`src/rtl/pipeline_hazard_unit_if.sv`:
```
// Bus between the pipeline registers and the hazard unit:
// field readback in, forwarding/stall/flush controls out.
interface pipeline_hazard_unit_if #(
  parameter int CNT_W  = 16,
  parameter int REG_AW = 5
);
  logic [REG_AW-1:0] id_rs;
  logic [REG_AW-1:0] id_rt;
  logic [REG_AW-1:0] ex_rs;
  logic [REG_AW-1:0] ex_rt;
  logic              ex_memread;
  logic [REG_AW-1:0] mem_rd;
  logic              mem_regwrite;
  logic              mem_branch;
  logic              mem_zero;
  logic              mem_jump;
  logic [REG_AW-1:0] wb_rd;
  logic              wb_regwrite;
  logic [1:0]        forward_a;
  logic [1:0]        forward_b;
  logic              pc_write;
  logic              ifid_write;
  logic              idex_bubble;
  logic              flush_ifid;
  logic              flush_idex;
  logic              flush_exmem;
  logic              pc_redirect;
  logic [1:0]        state;
  logic [CNT_W-1:0]  stall_cnt;
  logic [CNT_W-1:0]  flush_cnt;

  modport master (
    output id_rs, id_rt, ex_rs, ex_rt, ex_memread,
    output mem_rd, mem_regwrite, mem_branch,
    output mem_zero, mem_jump, wb_rd, wb_regwrite,
    input  forward_a, forward_b, pc_write,
    input  ifid_write, idex_bubble, flush_ifid,
    input  flush_idex, flush_exmem, pc_redirect,
    input  state, stall_cnt, flush_cnt
  );

  modport slave (
    input  id_rs, id_rt, ex_rs, ex_rt, ex_memread,
    input  mem_rd, mem_regwrite, mem_branch,
    input  mem_zero, mem_jump, wb_rd, wb_regwrite,
    output forward_a, forward_b, pc_write,
    output ifid_write, idex_bubble, flush_ifid,
    output flush_idex, flush_exmem, pc_redirect,
    output state, stall_cnt, flush_cnt
  );
endinterface

```
`src/rtl/pipeline_hazard_unit.sv`:
```
// Hazard control for the 5-stage pipeline: operand forwarding,
// load-use stall, redirect flush, and saturating hazard stats.
module pipeline_hazard_unit #(
  parameter int CNT_W  = 16,
  parameter int REG_AW = 5
) (
  input logic clk,
  input logic rst,
  pipeline_hazard_unit_if.slave hz
);

  typedef enum logic [1:0] {
    RUN   = 2'b00,
    STALL = 2'b01,
    FLUSH = 2'b10
  } state_e;

  state_e           state_q, state_d;
  logic [CNT_W-1:0] stall_cnt_q, stall_cnt_d;
  logic [CNT_W-1:0] flush_cnt_q, flush_cnt_d;

  logic redirect;
  logic load_use;
  logic stall_inc;
  logic flush_inc;

  function automatic logic [1:0] fwd_sel(
    input logic [REG_AW-1:0] src,
    input logic [REG_AW-1:0] m_rd,
    input logic              m_we,
    input logic [REG_AW-1:0] w_rd,
    input logic              w_we
  );
    logic [1:0] sel;
    sel = 2'b00;
    if (m_we && m_rd != '0 && m_rd == src)
      sel = 2'b10;
    else if (w_we && w_rd != '0 && w_rd == src)
      sel = 2'b01;
    return sel;
  endfunction

  assign redirect = hz.mem_jump
                  | (hz.mem_branch & hz.mem_zero);

  assign load_use = hz.ex_memread
                  && hz.ex_rt != '0
                  && (hz.ex_rt == hz.id_rs
                   || hz.ex_rt == hz.id_rt)
                  && state_q != STALL;

  always_comb begin
    hz.forward_a   = 2'b00;
    hz.forward_b   = 2'b00;
    hz.pc_write    = 1'b1;
    hz.ifid_write  = 1'b1;
    hz.idex_bubble = 1'b0;
    hz.flush_ifid  = 1'b0;
    hz.flush_idex  = 1'b0;
    hz.flush_exmem = 1'b0;
    hz.pc_redirect = 1'b0;
    state_d        = RUN;
    stall_inc      = 1'b0;
    flush_inc      = 1'b0;
    if (!rst) begin
      hz.forward_a = fwd_sel(hz.ex_rs,
        hz.mem_rd, hz.mem_regwrite,
        hz.wb_rd, hz.wb_regwrite);
      hz.forward_b = fwd_sel(hz.ex_rt,
        hz.mem_rd, hz.mem_regwrite,
        hz.wb_rd, hz.wb_regwrite);
      // load_use already carries the STALL mask,
      // so every state resolves the same way
      if (redirect) begin
        hz.pc_redirect = 1'b1;
        hz.flush_ifid  = 1'b1;
        hz.flush_idex  = 1'b1;
        hz.flush_exmem = 1'b1;
        state_d        = FLUSH;
        flush_inc      = 1'b1;
      end else if (load_use) begin
        hz.pc_write    = 1'b0;
        hz.ifid_write  = 1'b0;
        hz.idex_bubble = 1'b1;
        state_d        = STALL;
        stall_inc      = 1'b1;
      end
    end
  end

  always_comb begin
    stall_cnt_d = stall_cnt_q;
    flush_cnt_d = flush_cnt_q;
    if (stall_inc && stall_cnt_q != '1)
      stall_cnt_d = stall_cnt_q + 1'b1;
    if (flush_inc && flush_cnt_q != '1)
      flush_cnt_d = flush_cnt_q + 1'b1;
  end

  always_ff @(posedge clk) begin
    if (rst) begin
      state_q     <= RUN;
      stall_cnt_q <= '0;
      flush_cnt_q <= '0;
    end else begin
      state_q     <= state_d;
      stall_cnt_q <= stall_cnt_d;
      flush_cnt_q <= flush_cnt_d;
    end
  end

  assign hz.state     = state_q;
  assign hz.stall_cnt = stall_cnt_q;
  assign hz.flush_cnt = flush_cnt_q;

endmodule

```
`src/flat_wrapper.sv`:
```
// flat-port wrapper written by rule: the top's interface ports become plain ports
module pipeline_hazard_unit_flat 
#(
  parameter int CNT_W  = 16,
  parameter int REG_AW = 5
)
  (clk, rst, hz_id_rs, hz_id_rt, hz_ex_rs, hz_ex_rt, hz_ex_memread, hz_mem_rd, hz_mem_regwrite, hz_mem_branch, hz_mem_zero, hz_mem_jump, hz_wb_rd, hz_wb_regwrite, hz_forward_a, hz_forward_b, hz_pc_write, hz_ifid_write, hz_idex_bubble, hz_flush_ifid, hz_flush_idex, hz_flush_exmem, hz_pc_redirect, hz_state, hz_stall_cnt, hz_flush_cnt);
  pipeline_hazard_unit_if #(.CNT_W(CNT_W), .REG_AW(REG_AW)) hz_i ();
  input logic clk;
  input logic rst;
  input wire logic [$bits(hz_i.id_rs)-1:0] hz_id_rs;
  input wire logic [$bits(hz_i.id_rt)-1:0] hz_id_rt;
  input wire logic [$bits(hz_i.ex_rs)-1:0] hz_ex_rs;
  input wire logic [$bits(hz_i.ex_rt)-1:0] hz_ex_rt;
  input wire logic [$bits(hz_i.ex_memread)-1:0] hz_ex_memread;
  input wire logic [$bits(hz_i.mem_rd)-1:0] hz_mem_rd;
  input wire logic [$bits(hz_i.mem_regwrite)-1:0] hz_mem_regwrite;
  input wire logic [$bits(hz_i.mem_branch)-1:0] hz_mem_branch;
  input wire logic [$bits(hz_i.mem_zero)-1:0] hz_mem_zero;
  input wire logic [$bits(hz_i.mem_jump)-1:0] hz_mem_jump;
  input wire logic [$bits(hz_i.wb_rd)-1:0] hz_wb_rd;
  input wire logic [$bits(hz_i.wb_regwrite)-1:0] hz_wb_regwrite;
  output wire logic [$bits(hz_i.forward_a)-1:0] hz_forward_a;
  output wire logic [$bits(hz_i.forward_b)-1:0] hz_forward_b;
  output wire logic [$bits(hz_i.pc_write)-1:0] hz_pc_write;
  output wire logic [$bits(hz_i.ifid_write)-1:0] hz_ifid_write;
  output wire logic [$bits(hz_i.idex_bubble)-1:0] hz_idex_bubble;
  output wire logic [$bits(hz_i.flush_ifid)-1:0] hz_flush_ifid;
  output wire logic [$bits(hz_i.flush_idex)-1:0] hz_flush_idex;
  output wire logic [$bits(hz_i.flush_exmem)-1:0] hz_flush_exmem;
  output wire logic [$bits(hz_i.pc_redirect)-1:0] hz_pc_redirect;
  output wire logic [$bits(hz_i.state)-1:0] hz_state;
  output wire logic [$bits(hz_i.stall_cnt)-1:0] hz_stall_cnt;
  output wire logic [$bits(hz_i.flush_cnt)-1:0] hz_flush_cnt;
  assign hz_i.id_rs = hz_id_rs;
  assign hz_i.id_rt = hz_id_rt;
  assign hz_i.ex_rs = hz_ex_rs;
  assign hz_i.ex_rt = hz_ex_rt;
  assign hz_i.ex_memread = hz_ex_memread;
  assign hz_i.mem_rd = hz_mem_rd;
  assign hz_i.mem_regwrite = hz_mem_regwrite;
  assign hz_i.mem_branch = hz_mem_branch;
  assign hz_i.mem_zero = hz_mem_zero;
  assign hz_i.mem_jump = hz_mem_jump;
  assign hz_i.wb_rd = hz_wb_rd;
  assign hz_i.wb_regwrite = hz_wb_regwrite;
  assign hz_forward_a = hz_i.forward_a;
  assign hz_forward_b = hz_i.forward_b;
  assign hz_pc_write = hz_i.pc_write;
  assign hz_ifid_write = hz_i.ifid_write;
  assign hz_idex_bubble = hz_i.idex_bubble;
  assign hz_flush_ifid = hz_i.flush_ifid;
  assign hz_flush_idex = hz_i.flush_idex;
  assign hz_flush_exmem = hz_i.flush_exmem;
  assign hz_pc_redirect = hz_i.pc_redirect;
  assign hz_state = hz_i.state;
  assign hz_stall_cnt = hz_i.stall_cnt;
  assign hz_flush_cnt = hz_i.flush_cnt;
  pipeline_hazard_unit #(.CNT_W(CNT_W), .REG_AW(REG_AW)) u_core (.clk(clk), .rst(rst), .hz(hz_i));
endmodule
```
`config.mk`:
```
export PLATFORM = sky130hd
export DESIGN_NAME = pipeline_hazard_unit_flat
export DESIGN_NICKNAME = d
export VERILOG_FILES = /design/src/rtl/pipeline_hazard_unit_if.sv /design/src/rtl/pipeline_hazard_unit.sv /design/src/flat_wrapper.sv
export SDC_FILE = /design/constraint.sdc
export NUM_CORES = 1
export LEC_CHECK = 0
export CORE_MARGIN = 2
export CORE_UTILIZATION = 45
export CTS_BUF_LIST = sky130_fd_sc_hd__clkbuf_4 sky130_fd_sc_hd__clkbuf_8
export DETAILED_ROUTE_END_ITERATION = 7
export DONT_BUFFER_PORTS = 1
export GPL_TIMING_DRIVEN = 0
export PLACE_DENSITY_LB_ADDON = 0.15
export SYNTH_ARGS = -nofsm -noshare
export SYNTH_HDL_FRONTEND = slang
export SYNTH_SLANG_ARGS = --single-unit
export TNS_END_PERCENT = 50
```
`constraint.sdc`:
```
create_clock -name clk -period 2.2 [get_ports clk]
set_clock_uncertainty 0.15 [all_clocks]
set_input_delay 0.33 -clock clk [delete_from_list [all_inputs] [get_ports clk]]
set_output_delay 0.33 -clock clk [all_outputs]
set_load 0.05 [all_outputs]
```
After elaboration in Yosys (flattened, before gate mapping)

Index checks and enable logic that the tools add are counted.

Reduce and logical (&&, ||, !) cells: 16
Eq/ne operators: 9
Multiplexer cells: 16
Add/sub/neg operators: 2
Bitwise operators: 2

Operator list:

| kind                                                  | count |
|---|---|
| adder 16 x 1 -> 16 bit, second input constant         | 2 |
| inequality test 16 bit, second input constant         | 2 |
| == test 5 bit                                         | 6 |
| nonzero test 5 bit                                    | 3 |
| logical AND 1 bit                                     | 11 |
| 2-to-1 mux 1 bit                                      | 11 |
| 2-to-1 mux 2 bit                                      | 5 |
| inequality test 2 x 1 -> 1 bit, second input constant | 1 |
| OR reduction 2 bit                                    | 1 |
| bitwise AND 1 bit                                     | 1 |
| logical OR 1 bit                                      | 1 |
| OR 1 bit                                              | 1 |

Logic and storage cells: 49
Output and inout bits: 45
Input port bits: 38
Bits in registers: 34

Logic depth before layout (Yosys ltp)

Word-level depth: 8
Mapped depth: 9
Depth with buffers taken out: 6

Least setup slack after synthesis

No wires, ideal clock.

Path kind: input port to output port
From: input port hz_mem_rd[0]
To: output port hz_forward_a[0]
Stages: 4
Slack: -1.080 ns
Arrival: 2.800 ns
Required time: 1.720 ns
Buffers on the path: 0
Cell sequence: or4_1 -> o21ai_0 -> nor3_1 -> nor4_1

Cells in the longest elaborated chain, start to end: 5
Elaborated cells on any way between the ends: 6
Those cells by class: eq/ne: 1; mux: 2; reduce/logical: 3

RTL lines:

| element             | line                       | RTL |
|---|---|---|
| start: declaration  | flat_wrapper.sv:16         | `input wire logic [$bits(hz_i.mem_rd)-1:0] hz_mem_rd;` |
| nonzero test 5 bit  | pipeline_hazard_unit.sv:36 | `if (m_we && m_rd != '0 && m_rd == src)` |
| logical AND 1 bit   | pipeline_hazard_unit.sv:36 |  |
| logical AND 1 bit * | pipeline_hazard_unit.sv:36 |  |
| 2-to-1 mux 2 bit *  | pipeline_hazard_unit.sv:36 |  |
| 2-to-1 mux 2 bit *  | pipeline_hazard_unit.sv:65 | `if (!rst) begin` |
| end: declaration    | flat_wrapper.sv:23         | `output wire logic [$bits(hz_i.forward_a)-1:0] hz_forward_a;` |

Every way passes the cells marked *; elsewhere a longest branch is shown, timed or not.

Worst setup path in the final report

From: register u_core.state_q[1] (netlist: u_core.hz.state[1])
To: output port hz_pc_write

Cells in the longest elaborated chain, start to end: 5

RTL lines:

| element                        | line                        | RTL |
|---|---|---|
| start: declaration             | pipeline_hazard_unit.sv:18  | `state_e state_q, state_d;` |
| start signal: assignment       | pipeline_hazard_unit.sv:106 | `state_q <= state_d;` |
| inequality test 2 x 1 -> 1 bit | pipeline_hazard_unit.sv:50  | `&& state_q != STALL;` |
| logical AND 1 bit              | pipeline_hazard_unit.sv:50  |  |
| 2-to-1 mux 1 bit (3 in series) | n/a                         |  |
| end: declaration               | flat_wrapper.sv:25          | `output wire logic [$bits(hz_i.pc_write)-1:0] hz_pc_write;` |

No other way between the ends.

==> results.cfg <==
[setup_path]
rr_worst_depth = 5
crit_family = simple AND/OR/NAND/NOR gates
cp.arrival_ns = 2.20
crit_chain = nand2b_4 > and4b_2 > nand2_4 > nor2_4 > clkinvlp_4 > buf_8
start_kind = flip-flop
critPathSlowestCell = dfxtp_4
cp.depth = 6
crit_fanout = 2
cp_data_required_time_ns = 1.72
path_buf_inv = 2
critical_path_class = reg2out
end_kind = output port
critical-path-max-stage-delay_ns = 0.44

[synthesis]
synth_top_area_cell = dfxtp_1
synth.area.top_cells = dfxtp_1 (31%), xor2_1 (8.8%), xnor2_1 (8.0%)
netlist_instances = 274
synth_top_area_share = 0.312
synthesis.area_sq_mm = 0.00218
synth.net_count = 314
ys_seq_elements = 34
synth-seq-area-share = 0.312
synth_cell_types = 40
yosysWarnings = 0
syn_avg_cell_area_sq_um = 7.95

[drt]
vias_per_cell = 5.98
dr.pass1.iters = 4
drt_iter0_drc = 150
antenna_left = 0
drc = 0
wire_per_inst_um = 16.5
vias = 2070
wl_um = 5710

[sta]
setup_ws_ns = -0.478
hold_slack_ns = 0.142
finalCritPeriodShare = 1.22
relSlewSlack = 0.498
setup-violations-final = 4
min_period_ns = 2.68
rsz0062_at_grt = true
tightest_slew_ns = 0.748
hold_violations = 0
max_freq_ghz = 0.373
drv_slew = 0

[status]
status = finished, violations left
violations = negative setup slack

[worst_hold_path]
whs_path_depth = 2
hold_path_class = in2reg

[global_routing]
grt_pass1_vias = 1930
grt_use_total = 0.215
grt_max_degree = 12
grt_pass1_wl_um = 9180
antenna_found_initial = 0
overflow = 0

[clock_tree]
worstSkewPairLatency_ns = 0.29
h-tree-depth = 2
cts.sinks = 34
cts_tree = done
cts_buffers = 5
cts_buffer_depth = 2
clkTransAtPathRegs_ns = 0.07
clockRootBuffer = clkbuf_8

[layout]
final_util = 0.592
finalNonFillerCells = 346
synthToLayoutAreaGrowth_pct = 27.5
final_area_sq_mm = 0.00278
final_layout_size_suffix_gt1_frac = 0.336
fillers = 436
n_antenna_cell = 0
fin_nets = 331

[placement]
dp.cells = 328
place.port_buffers = 0
dpl_cell_area_sq_mm = 0.00239
dp_hpwl_um = 4100
gp_congestion = 0.811

[floorplan]
start_util = 0.464
io-pin-count = 83
core_sq_mm = 0.00469
chipWidth_um = 73.6
die_area_sq_mm = 0.00541
dieHeight_um = 73.6
rows = 25

[power]
power.density_mw_per_mm2 = 471
power.total_mw = 1.31
ir_worst_vdd_uv = 296
p_leak_nw = 0.874

[flow_run]
cap_viol_max_count = 0
==> per-stage QoR <==
step | setup TNS, ns | worst slack [ns]
after global routing | -1.52 | -0.527
after CTS | -0.754 | -0.469
after floorplan | -0.883 | -0.406
after detailed placement | -4.56 | -0.591
final | -0.750 | -0.478
after global placement | -4.49 | -0.568
==> flip-flops by register name, summed over array words and instances, names as in the netlist <==
signal               flops
u_core.hz.flush_cnt     16
u_core.hz.stall_cnt     16
u_core.hz.state          2
==> worst paths after layout <==
| path | from | endpoint | slack [ns] |
|---|---|---|---|
| max | u_core.hz.state[1]$_SDFF_PP0_ | hz_pc_write | -0.48 |
| min | rst | u_core.hz.stall_cnt[11]$_SDFFE_PP0P_ | 0.14 |
| min reg2reg | u_core.hz.stall_cnt[10]$_SDFFE_PP0P_ | u_core.hz.stall_cnt[10]$_SDFFE_PP0P_ | 0.44 |
| max reg2reg | u_core.hz.flush_cnt[0]$_SDFFE_PP0P_ | u_core.hz.flush_cnt[13]$_SDFFE_PP0P_ | 0 |
==> repair_timing <==
| item | in CTS | in global routing |
|---|---|---|
| setup buffers | 8 | 2 |
| hold buffers | 0 | 0 |
| setup endpoints to repair | 31 | 26 |
| pin swaps | 10 | 9 |
| gates resized for setup | 57 | 11 |
==> worst register-to-register path: cells and delay by family, from the launching register on <==
kind	cells	cell delay [ns]
AO/OA/AOI/OAI	1	0.12
flip-flops	1	0.48
AND/OR/NAND/NOR	4	1.37
==> where the power goes <==
group,switching (mW),internal (mW)
combinational,0.118,0.0846
sequential,0.0330,0.601
clock,0.224,0.248
==> synthesized netlist by cell type <==
cell type	instances
or4_1	13
o2111ai_1	1
dfxtp_1	34
ha_1	2
nor4_1	8
nor2b_1	4
o41ai_1	1
and4_2	1
nor3b_1	1
nand3_1	12
and4_1	4
a21oi_2	1
xor2_1	22
nand4b_1	1
or4_2	2
o31ai_1	9
a21oi_1	15
a22oi_1	1
nand4_1	9
nor2_1	25
and4b_1	1
and3_1	4
nand2b_1	2
inv_1	10
xnor2_1	20
o211ai_1	2
buf_4	5
or4b_1	1
or4_4	1
nand3b_1	1
or3_1	4
clkbuf_1	12
mux2_2	3
nor3_1	11
or2_1	1
or2_2	1
o21ai_0	9
and2_1	2
nand2_1	15
buf_2	3
==> per-layer routing <==
| layer | global-route usage | vias to the layer above | part of all wire |
|---|---|---|---|
| met5 | 0 | - | 0 |
| met4 | 0.0687 | 0 | 0.011 |
| met3 | 0.0562 | 7 | 0.081 |
| met2 | 0.349 | 84 | 0.48 |
| met1 | 0.278 | 958 | 0.42 |
| li1 | - | 1021 | - |
==> kinds of logic after synthesis <==
logic type               Yosys count  synth area share
AO/OA/AOI/OAI                     39             0.109
XOR/XNOR                          42             0.169
adder cells (fa/ha/maj)            2            0.0115
buffers and inverters             30            0.0620
flip-flops                        34             0.312
multiplexers                       3            0.0155
AND/OR/NAND/NOR                  124             0.321
==> cell type report <==
cell class / count / area, sq um / share of cell area
Timing Repair Buffer: 10 / 75.1 / 0.0270
Inverter: 10 / 41.3 / 0.0149
Buffer: 20 / 190 / 0.0685
Clock buffer: 7 / 83.8 / 0.0302
Tap cell: 54 / 67.6 / 0.0243
Multi-Input combinational cell: 210 / 1540 / 0.554
Clock inverter: 1 / 7.51 / 0.00270
Sequential cell: 34 / 773 / 0.278
==> placed cells by master (no fill, tap or decap), types with 3 or more instances in the layout <==
cell type	n
clkbuf_8	9
nand2_1	13
o31ai_1	9
o21ai_0	7
nor3_2	3
nor3_1	8
dfxtp_2	11
buf_4	13
a21oi_1	14
nand3_1	12
and3_1	4
and4_1	4
clkbuf_1	6
nor2b_1	3
or4_1	9
nor4_4	4
nand4_1	9
nor2_1	24
xor2_1	22
inv_1	9
nor4_1	3
or4_4	6
buf_6	4
dfxtp_4	21
or3_1	4
xnor2_1	20
mux2_2	3
(Power assumes the default switching activity.)
